`config.mk`:
```
export PLATFORM = sky130hd
export DESIGN_NAME = hazard_stall_controller
export DESIGN_NICKNAME = d
export VERILOG_FILES = /design/src/rtl/arm_pipe_pkg.sv /design/src/rtl/hazard_match.sv /design/src/rtl/hazard_stall_controller.sv
export SDC_FILE = /design/constraint.sdc
export NUM_CORES = 1
export LEC_CHECK = 0
export BUFFER_PORTS_ARGS = -buffer_cell sky130_fd_sc_hd__buf_2
export CAP_MARGIN = 20
export CORE_MARGIN = 3
export CORE_UTILIZATION = 25
export CTS_CLUSTER_DIAMETER = 150
export DETAILED_ROUTE_END_ITERATION = 16
export PLACE_DENSITY_LB_ADDON = 0.1
export SYNTH_ARGS = -nofsm -noshare
export SYNTH_HDL_FRONTEND = slang
export SYNTH_SLANG_ARGS = --single-unit
```
`constraint.sdc`:
```
create_clock -name clk -period 5.9 [get_ports clk]
set_clock_uncertainty 0.1 [all_clocks]
set_input_delay 0.59 -clock clk [delete_from_list [all_inputs] [get_ports clk]]
set_output_delay 0.59 -clock clk [all_outputs]
set_load 0.05 [all_outputs]
```
`src/rtl/arm_pipe_pkg.sv`:
```
// arm_pipe_pkg: shared scoreboard entry, FSM state and forwarding-select types
package arm_pipe_pkg;
  localparam int SB_REG_W = 4;
  typedef struct packed {
    logic                wb_en;
    logic                mem_r_en;
    logic [SB_REG_W-1:0] dest;
  } sb_entry_t;
  localparam sb_entry_t SB_BUBBLE = '0;
  typedef enum logic { RUN, FLUSH } pipe_state_t;
  typedef enum logic [1:0] { FWD_RF = 2'd0, FWD_EXE_MEM = 2'd1, FWD_MEM_WB = 2'd2 } fwd_sel_t;
  function automatic fwd_sel_t fwd_pick(input logic m_exe, input logic m_mem);
    return m_exe ? FWD_EXE_MEM : (m_mem ? FWD_MEM_WB : FWD_RF);
  endfunction
endpackage

```
`src/rtl/hazard_match.sv`:
```
// hazard_match: compares one scoreboard slot against the decode-stage sources.
// HAZARD_FORWARDING_EN exposes the per-source matches for forwarding selects.
module hazard_match
  import arm_pipe_pkg::*;
#(
  parameter int REG_W = SB_REG_W
) (
  input  sb_entry_t        i_slot,
  input  logic [REG_W-1:0] i_src1,
  input  logic [REG_W-1:0] i_src2,
  input  logic             i_two_src,
  input  logic             i_id_valid,
  input  logic             i_load_only,
`ifdef HAZARD_FORWARDING_EN
  output logic [1:0]       o_m,
`endif
  output logic             o_raw
);
  logic       w_live;
  logic [1:0] w_m;
  assign w_live = i_slot.wb_en & i_id_valid;
  assign w_m    = {w_live & i_two_src & (i_slot.dest == i_src2), w_live & (i_slot.dest == i_src1)};
  // when only loads can stall, an ALU producer is covered by forwarding
  assign o_raw  = |w_m & (~i_load_only | i_slot.mem_r_en);
`ifdef HAZARD_FORWARDING_EN
  assign o_m = w_m;
`endif
endmodule

```
`src/rtl/hazard_stall_controller.sv`:
```
// hazard_stall_controller: RAW scoreboard, branch flush and memory-wait freeze sequencing.
// HAZARD_FORWARDING_EN: stall only on load-use and drive fwd_sel1/fwd_sel2.
module hazard_stall_controller
  import arm_pipe_pkg::*;
#(
  parameter int REG_W = SB_REG_W,
  parameter int CNT_W = 8
) (
  input  logic             clk,
  input  logic             rst,
  input  logic             id_valid,
  input  logic [REG_W-1:0] src1,
  input  logic [REG_W-1:0] src2,
  input  logic             two_src,
  input  logic             id_wb_en,
  input  logic             id_mem_r_en,
  input  logic [REG_W-1:0] id_dest,
  input  logic             b_taken,
  input  logic             mem_req,
  input  logic             mem_ready,
  output logic             hazard,
  output logic             freeze,
  output logic             flush,
`ifdef HAZARD_FORWARDING_EN
  output logic [1:0]       fwd_sel1,
  output logic [1:0]       fwd_sel2,
`endif
  output logic [CNT_W-1:0] stall_cnt
);
`ifdef HAZARD_FORWARDING_EN
  localparam logic LOAD_ONLY = 1'b1;
  logic [1:0] w_exe_m, w_mem_m;
`else
  localparam logic LOAD_ONLY = 1'b0;
`endif
  sb_entry_t        r_exe, r_mem, w_id_entry;
  pipe_state_t      r_state, w_state_nx;
  logic [CNT_W-1:0] r_cnt;
  logic             w_exe_raw, w_mem_raw, w_raw;

  hazard_match #(.REG_W(REG_W)) u_exe_match (
    .i_slot(r_exe), .i_src1(src1), .i_src2(src2), .i_two_src(two_src),
    .i_id_valid(id_valid), .i_load_only(LOAD_ONLY),
`ifdef HAZARD_FORWARDING_EN
    .o_m(w_exe_m),
`endif
    .o_raw(w_exe_raw)
  );

  hazard_match #(.REG_W(REG_W)) u_mem_match (
    .i_slot(r_mem), .i_src1(src1), .i_src2(src2), .i_two_src(two_src),
    .i_id_valid(id_valid), .i_load_only(LOAD_ONLY),
`ifdef HAZARD_FORWARDING_EN
    .o_m(w_mem_m),
`endif
    .o_raw(w_mem_raw)
  );

`ifdef HAZARD_FORWARDING_EN
  assign w_raw    = w_exe_raw;
  assign fwd_sel1 = fwd_pick(w_exe_m[0], w_mem_m[0]);
  assign fwd_sel2 = fwd_pick(w_exe_m[1], w_mem_m[1]);
`else
  assign w_raw = w_exe_raw | w_mem_raw;
`endif

  assign freeze    = mem_req & ~mem_ready;
  // a flush pending during a memory wait stays in FLUSH until the wait ends
  assign flush     = (r_state == FLUSH) & ~freeze;
  assign hazard    = w_raw & ~flush & ~freeze;
  assign stall_cnt = r_cnt;

  always_comb begin
    w_id_entry = '{wb_en: id_wb_en & id_valid, mem_r_en: id_mem_r_en & id_valid, dest: id_dest};
    w_state_nx = (r_state == RUN) ? ((b_taken & ~freeze) ? FLUSH : RUN) : (freeze ? FLUSH : RUN);
  end

  always_ff @(posedge clk or negedge rst) begin
    if (!rst) begin
      r_state <= RUN;
      r_exe   <= SB_BUBBLE;
      r_mem   <= SB_BUBBLE;
      r_cnt   <= '0;
    end else begin
      r_state <= w_state_nx;
      if (!freeze) begin
        r_mem <= r_exe;
        r_exe <= (hazard | b_taken) ? SB_BUBBLE : w_id_entry;
      end
      if (hazard && r_cnt != '1) r_cnt <= r_cnt + 1'b1;
    end
  end
endmodule

```
==> results of run 1 <==
[worst paths after layout]
check,from,end
worst max-delay path,src1[1],hazard
worst min-delay path,rst,r_exe[3]$_DFFE_PN0N_
worst max register to register,r_exe[3]$_DFFE_PN0N_,r_exe[5]$_DFFE_PN0N_
worst min register to register,stall_cnt[7]$_DFFE_PN0P_,stall_cnt[7]$_DFFE_PN0P_
max in group asynchronous,rst,r_mem[2]$_DFFE_PN0N_
min in group clk,stall_cnt[7]$_DFFE_PN0P_,stall_cnt[7]$_DFFE_PN0P_
[layer usage]
layer / track usage / wire length, um
met3: 0.0417 / 147
met2: 0.149 / 990
met5: 0 / 0
met1: 0.136 / 1060
met4: 0.0255 / 19
[kinds of logic (layout without fill, tap and decap cells)]
group	Yosys count	count (layout)
and+or+nand+nor	26	26
xor gates and xnor gates	23	23
DFF	19	19
AOI/OAI and AO/OA	9	9
muxes	6	6
buffers and inverters	4	37
adders and majority gates	1	1
[through the flow]
step | area [um^2] | hold WS, ns | total power, mW | worst slack (ns) | utilization
floorplan | 1020 | 0.194 | 0.194 | 3.18 | -
global placement | 1230 | 0.372 | 0.216 | 3.30 | 0.324
detailed placement | 1230 | 0.383 | 0.217 | 3.27 | 0.324
CTS | 1270 | 0.193 | 0.311 | 3.26 | 0.336
global route | 1270 | 0.207 | 0.323 | 3.10 | 0.336
finish | 1270 | 0.175 | 0.303 | 3.30 | 0.336
[registers in the layout, summed over array words and instances, names as in the netlist]
name and count:
stall_cnt 8, r_exe 5, r_mem 5, r_state 1
[synthesized netlist by cell type, drive strengths merged (2+ instances only)]
cell / instances / area share
xor2: 19 / 0.16
inv: 2 / 0.0073
a22o: 4 / 0.035
nor4: 5 / 0.031
mux2: 6 / 0.066
nor2: 3 / 0.011
nor3: 4 / 0.020
nand3: 3 / 0.015
dfrtp: 19 / 0.46
xnor2: 4 / 0.034
nand2: 3 / 0.011
nand4: 5 / 0.031
[layout make-up]
type,instances,area share
inverters,2,0.00589
clock buffers,4,0.0353
flip-flops and latches,19,0.373
well taps,48,0.0471
repair buffers,31,0.124
multi-input cells,65,0.415
[worst reg2reg max path: stages (launching register included)]
cell	delay, ns
dfrtp_1	0.43
xor2_1	0.18
nor3_1	0.08
nand4_1	0.10
o41ai_2	0.09
o31ai_4	0.44
nor3b_4	0.39
a32o_1	0.21
[power groups by stage]
| stage | Clock [mW] | Sequential [mW] | Combinational (mW) |
|---|---|---|---|
| floorplan | 0 | 0.163 | 0.0306 |
| global placement | 0 | 0.153 | 0.0636 |
| detailed placement | 0 | 0.153 | 0.0636 |
| CTS | 0.0961 | 0.151 | 0.0640 |
| global route | 0.101 | 0.153 | 0.0689 |
| finish | 0.0901 | 0.151 | 0.0622 |
==> results.txt, run 1 <==
Status - complete, no violations
Peak supply drop - 0.000147 V
Comb power frac - 0.205
Clock Path Buffers - 2
Hold-fix buffers, CTS - 0
Initial antenna violation count - 0
Register area share after synthesis - 0.465
Most frequent cells in the layout - buf_2, xor2_1, dfrtp_1
Setup CP Type - input pin to primary output
Clk Latency, worst-skew pair - 0.25 ns
Final Cycle Share - 0.441
Die W - 70.0 um
Net Sw Frac - 0.300
Net switching power - 0.0908 mW
Reg area - 475 um^2
Crit Path Max Fanout - 9
Pin count of the biggest net entering global routing - 20
Routed vias - 759
Drt initial violations - 7
Clk slew on worst S/H paths - 0.07 ns
Cell-internal power - 0.212 mW
CTS resizes - 0
Crit-path max cell delay - 0.49 ns
Max-cap violations - 0
Most common cell after layout, fill and taps aside - buf_2
Cell repeated most along the worst path - buf_2
GRT overflow - 0
Mapped Avg Cell Area - 11.6 um^2
Detailed Place HPWL - 1.71 mm
Worst Path Buf+Inv - 2
Top Family by Delay on Critical Path - simple AND/OR/NAND/NOR gates
Final Setup Violations - 0
Simple-Gate Fraction of Synth Area - 0.148
Mapped Area - 1020 um^2
Clock network fraction of total power - 0.297
Worst path depth - 6
# H-tree levels - 1
R2R cell count - 7
Die ar. - 4900 um^2
Post-DR wirelength/cell - 13.1 um
Critical path arrival - 1.91 ns
Worst reg2reg setup slack - 3.81 ns
CP Data Required Time - 5.21 ns
CP max-delay cell - nor4_1
Asr flop ratio synth - 1.00
Io pins - 32
TritonCTS clock tree - yes
Placed insts - 165
Final min period - 2.60 ns
Syn Nets - 110
Hold Violations, Final - 0
# port buffers - 30
N_diodes - 0
First-pass GRT wire length - 3.88 mm
Die Height - 70.0 um
Layout cells sized above 1 - 0.364
Post-synth cell types - 24
CTS sink cnt - 19
Adder-Cell Fraction of Synth Area - 0.0122
RSZ-0062 raised after global routing - no
Post-synthesis register bit count - 19
Drt first pass iters - 4
DRC violations left - 0
DRT antenna net count - 0
Post-synthesis mux area share - 0.0660
Main flop type after synthesis - dfrtp_1
Final Max Slew Viols - 0
Largest family of logic cells by synthesized area - XOR/XNOR gates
Final nets - 144
Core area - 3800 um^2
Critical Path Start Type - input pin
Area grow syn2layout - 24.6%
Non-filler cells, final - 169
FMAX - 384 MHz
Area of the multi-input gates - 529 um^2
Rows - 22
Worst-Margin Slew - 0.507 ns
Post-synth EDFFs - 0
Crit. End Element - primary output
Setup tns final - 0 ns
Synthesized instance count - 88
Layout filler cell count - 403
CTS Root Cell - clkbuf_8
Worst min path class - input pin to asynchronous set/reset pin
Post-Synth XOR/XNOR Area - 0.197
Max-slew headroom - 0.659
Synth warn - 0
Seq pwr share - 0.497
Drt via density - 4.49
Number of global-route vias before repair - 789
Compound-Gate Fraction of Synth Area - 0.0941
Setup Fix Bufs, Post-CTS - 0
Ordered cell list for the critical path - buf_2 -> xor2_1 -> nor4_1 -> o31ai_4 -> nor2_1 -> buf_2
RD Place Congestion - 0.753
Post-Route WL - 2.22 mm
Initial Util - 0.269
P per Cell Area - 238 nW/um^2
GR Util All Layers - 0.101
Leakage Power - 0.650 nW
Num CTS Buffers - 3
(Power assumes the default switching activity.)
==> inputs of run 2 (changes only) <==
ABC_AREA = 1   (was unset)
clock period = 2.7 ns   (was 5.9 ns; I/O delays follow)
==> results.txt, run 2 <==
Post-Synth XOR/XNOR Area - 0.0618 (-0.135)
Rows - 25 (+14%)
Status - complete, no violations
Cell-internal power - 0.465 mW (+120%)
FMAX - 479 MHz
Num CTS Buffers - 3 (unchanged)
Adder-Cell Fraction of Synth Area - 0.00981 (-0.00241)
CTS sink cnt - 19 (unchanged)
Register area share after synthesis - 0.373 (-0.0916)
GR Util All Layers - 0.108 (+0.00690)
CTS resizes - 0 (unchanged)
Initial Util - 0.265 (-0.00476)
Die W - 77.4 um (+11%)
Placement Cell Area - 1500 um^2 (+22%)
Post-Route WL - 3.10 mm (+40%)
Design Area, Final - 1560 um^2 (+22%)
Critical path arrival - 1.72 ns (-0.19 ns)
Io pins - 32 (unchanged)
Mapped Area - 1270 um^2 (+25%)
DRT antenna net count - 0 (unchanged)
Synth top area cells - dfrtp_1, nand2_1, inv_1
Most frequent cells in the layout - nand2_1, buf_2, inv_1, nor2_1, dfrtp_1
Die Height - 77.4 um (+11%)
Clock Path Buffers - 2 (unchanged)
RD Place Congestion - 0.786 (+4.5%)
Final min period - 2.09 ns
Top-area cell type share of the netlist area - 0.373 (-0.0916)
# H-tree levels - 1 (unchanged)
Crit Path Max Fanout - 10 (+1)
Post-synth cell types - 21 (-13%)
Drt via density - 4.15 (-7.6%)
Setup tns final - 0 ns (unchanged)
Layout filler cell count - 575 (+43%)
Core area - 4820 um^2 (+27%)
Drt first pass iters - 4 (unchanged)
TritonCTS clock tree - yes
Max-slew headroom - 0.687 (+0.0285)
Die ar. - 5990 um^2 (+22%)
Net Sw Frac - 0.344 (+0.0443)
Simple-Gate Fraction of Synth Area - 0.424 (+0.276)
Synth warn - 0 (unchanged)
Synthesized instance count - 191 (+120%)
Most common cell after layout, fill and taps aside - nand2_1
CTS Root Cell - clkbuf_8
Crit. End Element - primary output
Post-DR wirelength/cell - 10.6 um (-19%)
Net switching power - 0.244 mW (+170%)
RSZ-0062 raised after global routing - no
Pin count of the biggest net entering global routing - 23 (+15%)
Post-synthesis mux area share - 0 (-0.0660)
Layout cells sized above 1 - 0.227 (-0.137)
Detailed Place HPWL - 2.32 mm (+36%)
Largest register FFs - 8 (unchanged)
Drt initial violations - 62 (+55)
Final Setup Violations - 0 (unchanged)
P per Cell Area - 454 nW/um^2 (+91%)
Comb power frac - 0.241 (+0.036)
Post-synth EDFFs - 0 (unchanged)
Final Max Slew Viols - 0 (unchanged)
Clk slew on worst S/H paths - 0.08 ns (about the same)
First-pass GRT wire length - 5.26 mm (+35%)
Non-filler cells, final - 292 (+73%)
CP Data Required Time - 2.33 ns (-2.88 ns)
Clk Latency, worst-skew pair - 0.25 ns (about the same)
Final Cycle Share - 0.773
# port buffers - 30 (unchanged)
Syn Nets - 213 (+94%)
Area grow syn2layout - 22.4%
Peak supply drop - 0.000241 V (+65%)
Leakage Power - 0.902 nW (+39%)
Synth top cells by count - nand2_1, dfrtp_1, inv_1, nor2_1, nand3_1
Most instantiated library cell after synthesis - nand2_1
Critical Path Start Type - register
Number of global-route vias before repair - 1125 (+43%)
Seq pwr share - 0.471 (-0.026)
N_diodes - 0 (unchanged)
Compound-Gate Fraction of Synth Area - 0.0275 (-0.0667)
Final hold slack - 0.156 ns (-0.0189 ns)
Largest family of logic cells by synthesized area - simple AND/OR/NAND/NOR gates
Routed vias - 1212 (+60%)
Final nets - 248 (+72%)
Mapped Avg Cell Area - 6.68 um^2 (-43%)
GRT overflow - 0 (unchanged)
Max-cap violations - 0 (unchanged)
Main flop type after synthesis - dfrtp_1
Worst min path class - input pin to register
Post-synthesis register bit count - 19 (unchanged)
Worst-Margin Slew - 0.469 ns (-0.0381 ns)
Setup CP Type - register to primary output
Placed insts - 287 (+74%)
Hold Violations, Final - 0 (unchanged)
Asr flop ratio synth - 1.00 (unchanged)
Cell taking the most area after synthesis - dfrtp_1
Initial antenna violation count - 0 (unchanged)
Clock network fraction of total power - 0.287 (-0.010)
DRC violations left - 0 (unchanged)
==> run 2: cell count changes after synthesis, sizes merged, moves of 3 or more <==
cell   delta
xor2     -14
nand3    +12
inv      +27
nor4      -5
mux2      -6
o21ai     +5
nor2     +17
nand4     +3
nand2    +76
nor3      -4
a22o      -4
==> run 2: area by class of cell <==
class	count	area (um^2)	area share
Tap cell	67	83.8	0.0537
Multi-Input combinational cell	139	667	0.427
Clock inverter	1	5.00	0.00321
Sequential cell	19	475	0.305
Clock buffer	3	41.3	0.0265
Inverter	30	113	0.0722
Timing Repair Buffer	33	175	0.112
==> run 2: worst max-delay path, cell delays in order (launching register included) <==
cell	delay, ns
dfrtp_1	0.47
inv_2	0.05
nand2_1	0.05
nand2_1	0.05
nor2_1	0.13
nand3_1	0.09
nand2_1	0.08
inv_2	0.06
nand2_8	0.10
nand2_4	0.08
inv_1	0.05
buf_2	0.25
==> run 2: power by group through the flow <==
stage	Sequential, mW	Combinational [mW]	Clock [mW]
5_1_grt	0.339	0.195	0.230
6_report	0.334	0.171	0.204
2_1_floorplan	0.365	0.0896	0
3_3_place_gp	0.339	0.172	0
4_1_cts	0.335	0.173	0.213
3_5_place_dp	0.340	0.171	0
==> run 2: path summary, 6_finish.rpt <==
check                                    startpoint                  endpoint  slack (ns)  depth (start not counted)
setup / recovery               r_exe[1]$_DFFE_PN0N_                    hazard        0.61                         11
hold / removal                              b_taken         r_state$_DFF_PN0_        0.16                          3
setup reg to reg           stall_cnt[0]$_DFFE_PN0P_  stall_cnt[5]$_DFFE_PN0P_        1.14                          7
hold reg to reg                r_mem[5]$_DFFE_PN0N_      r_mem[5]$_DFFE_PN0N_        0.43                          2
max in group asynchronous                       rst      r_mem[3]$_DFFE_PN0N_        1.79                          2
min in group asynchronous                       rst      r_mem[0]$_DFFE_PN0N_        0.39                          2
==> run 2: kinds of logic (layout without fill, tap and decap cells) <==
group	count (synthesis)	after routing
buffers and inverters	33	67
DFF	19	19
and+or+nand+nor	122	122
AOI/OAI and AO/OA	7	7
xor gates and xnor gates	9	9
adders and majority gates	1	1
==> run 2: layer usage <==
layer	track usage	up-vias	routed length, um
li1	-	657	-
met1	0.158	529	1680
met2	0.161	24	1270
met3	0.0313	2	134
met4	0.0160	0	19
met5	0	-	0
==> run 2: through the flow <==
| stage | power, mW | setup WS, ns | util |
|---|---|---|---|
| CTS | 0.721 | 0.599 | 0.324 |
| global route | 0.764 | 0.487 | 0.324 |
| floorplan | 0.454 | 0.784 | - |
| global placement | 0.512 | 0.921 | 0.312 |
| detailed placement | 0.511 | 0.899 | 0.312 |
| finish | 0.708 | 0.612 | 0.324 |
==> run 2: repair_timing <==
item,in CTS,in global routing
hold buffers,1,0
setup buffers,0,0
endpoints found under the hold margin,19,0
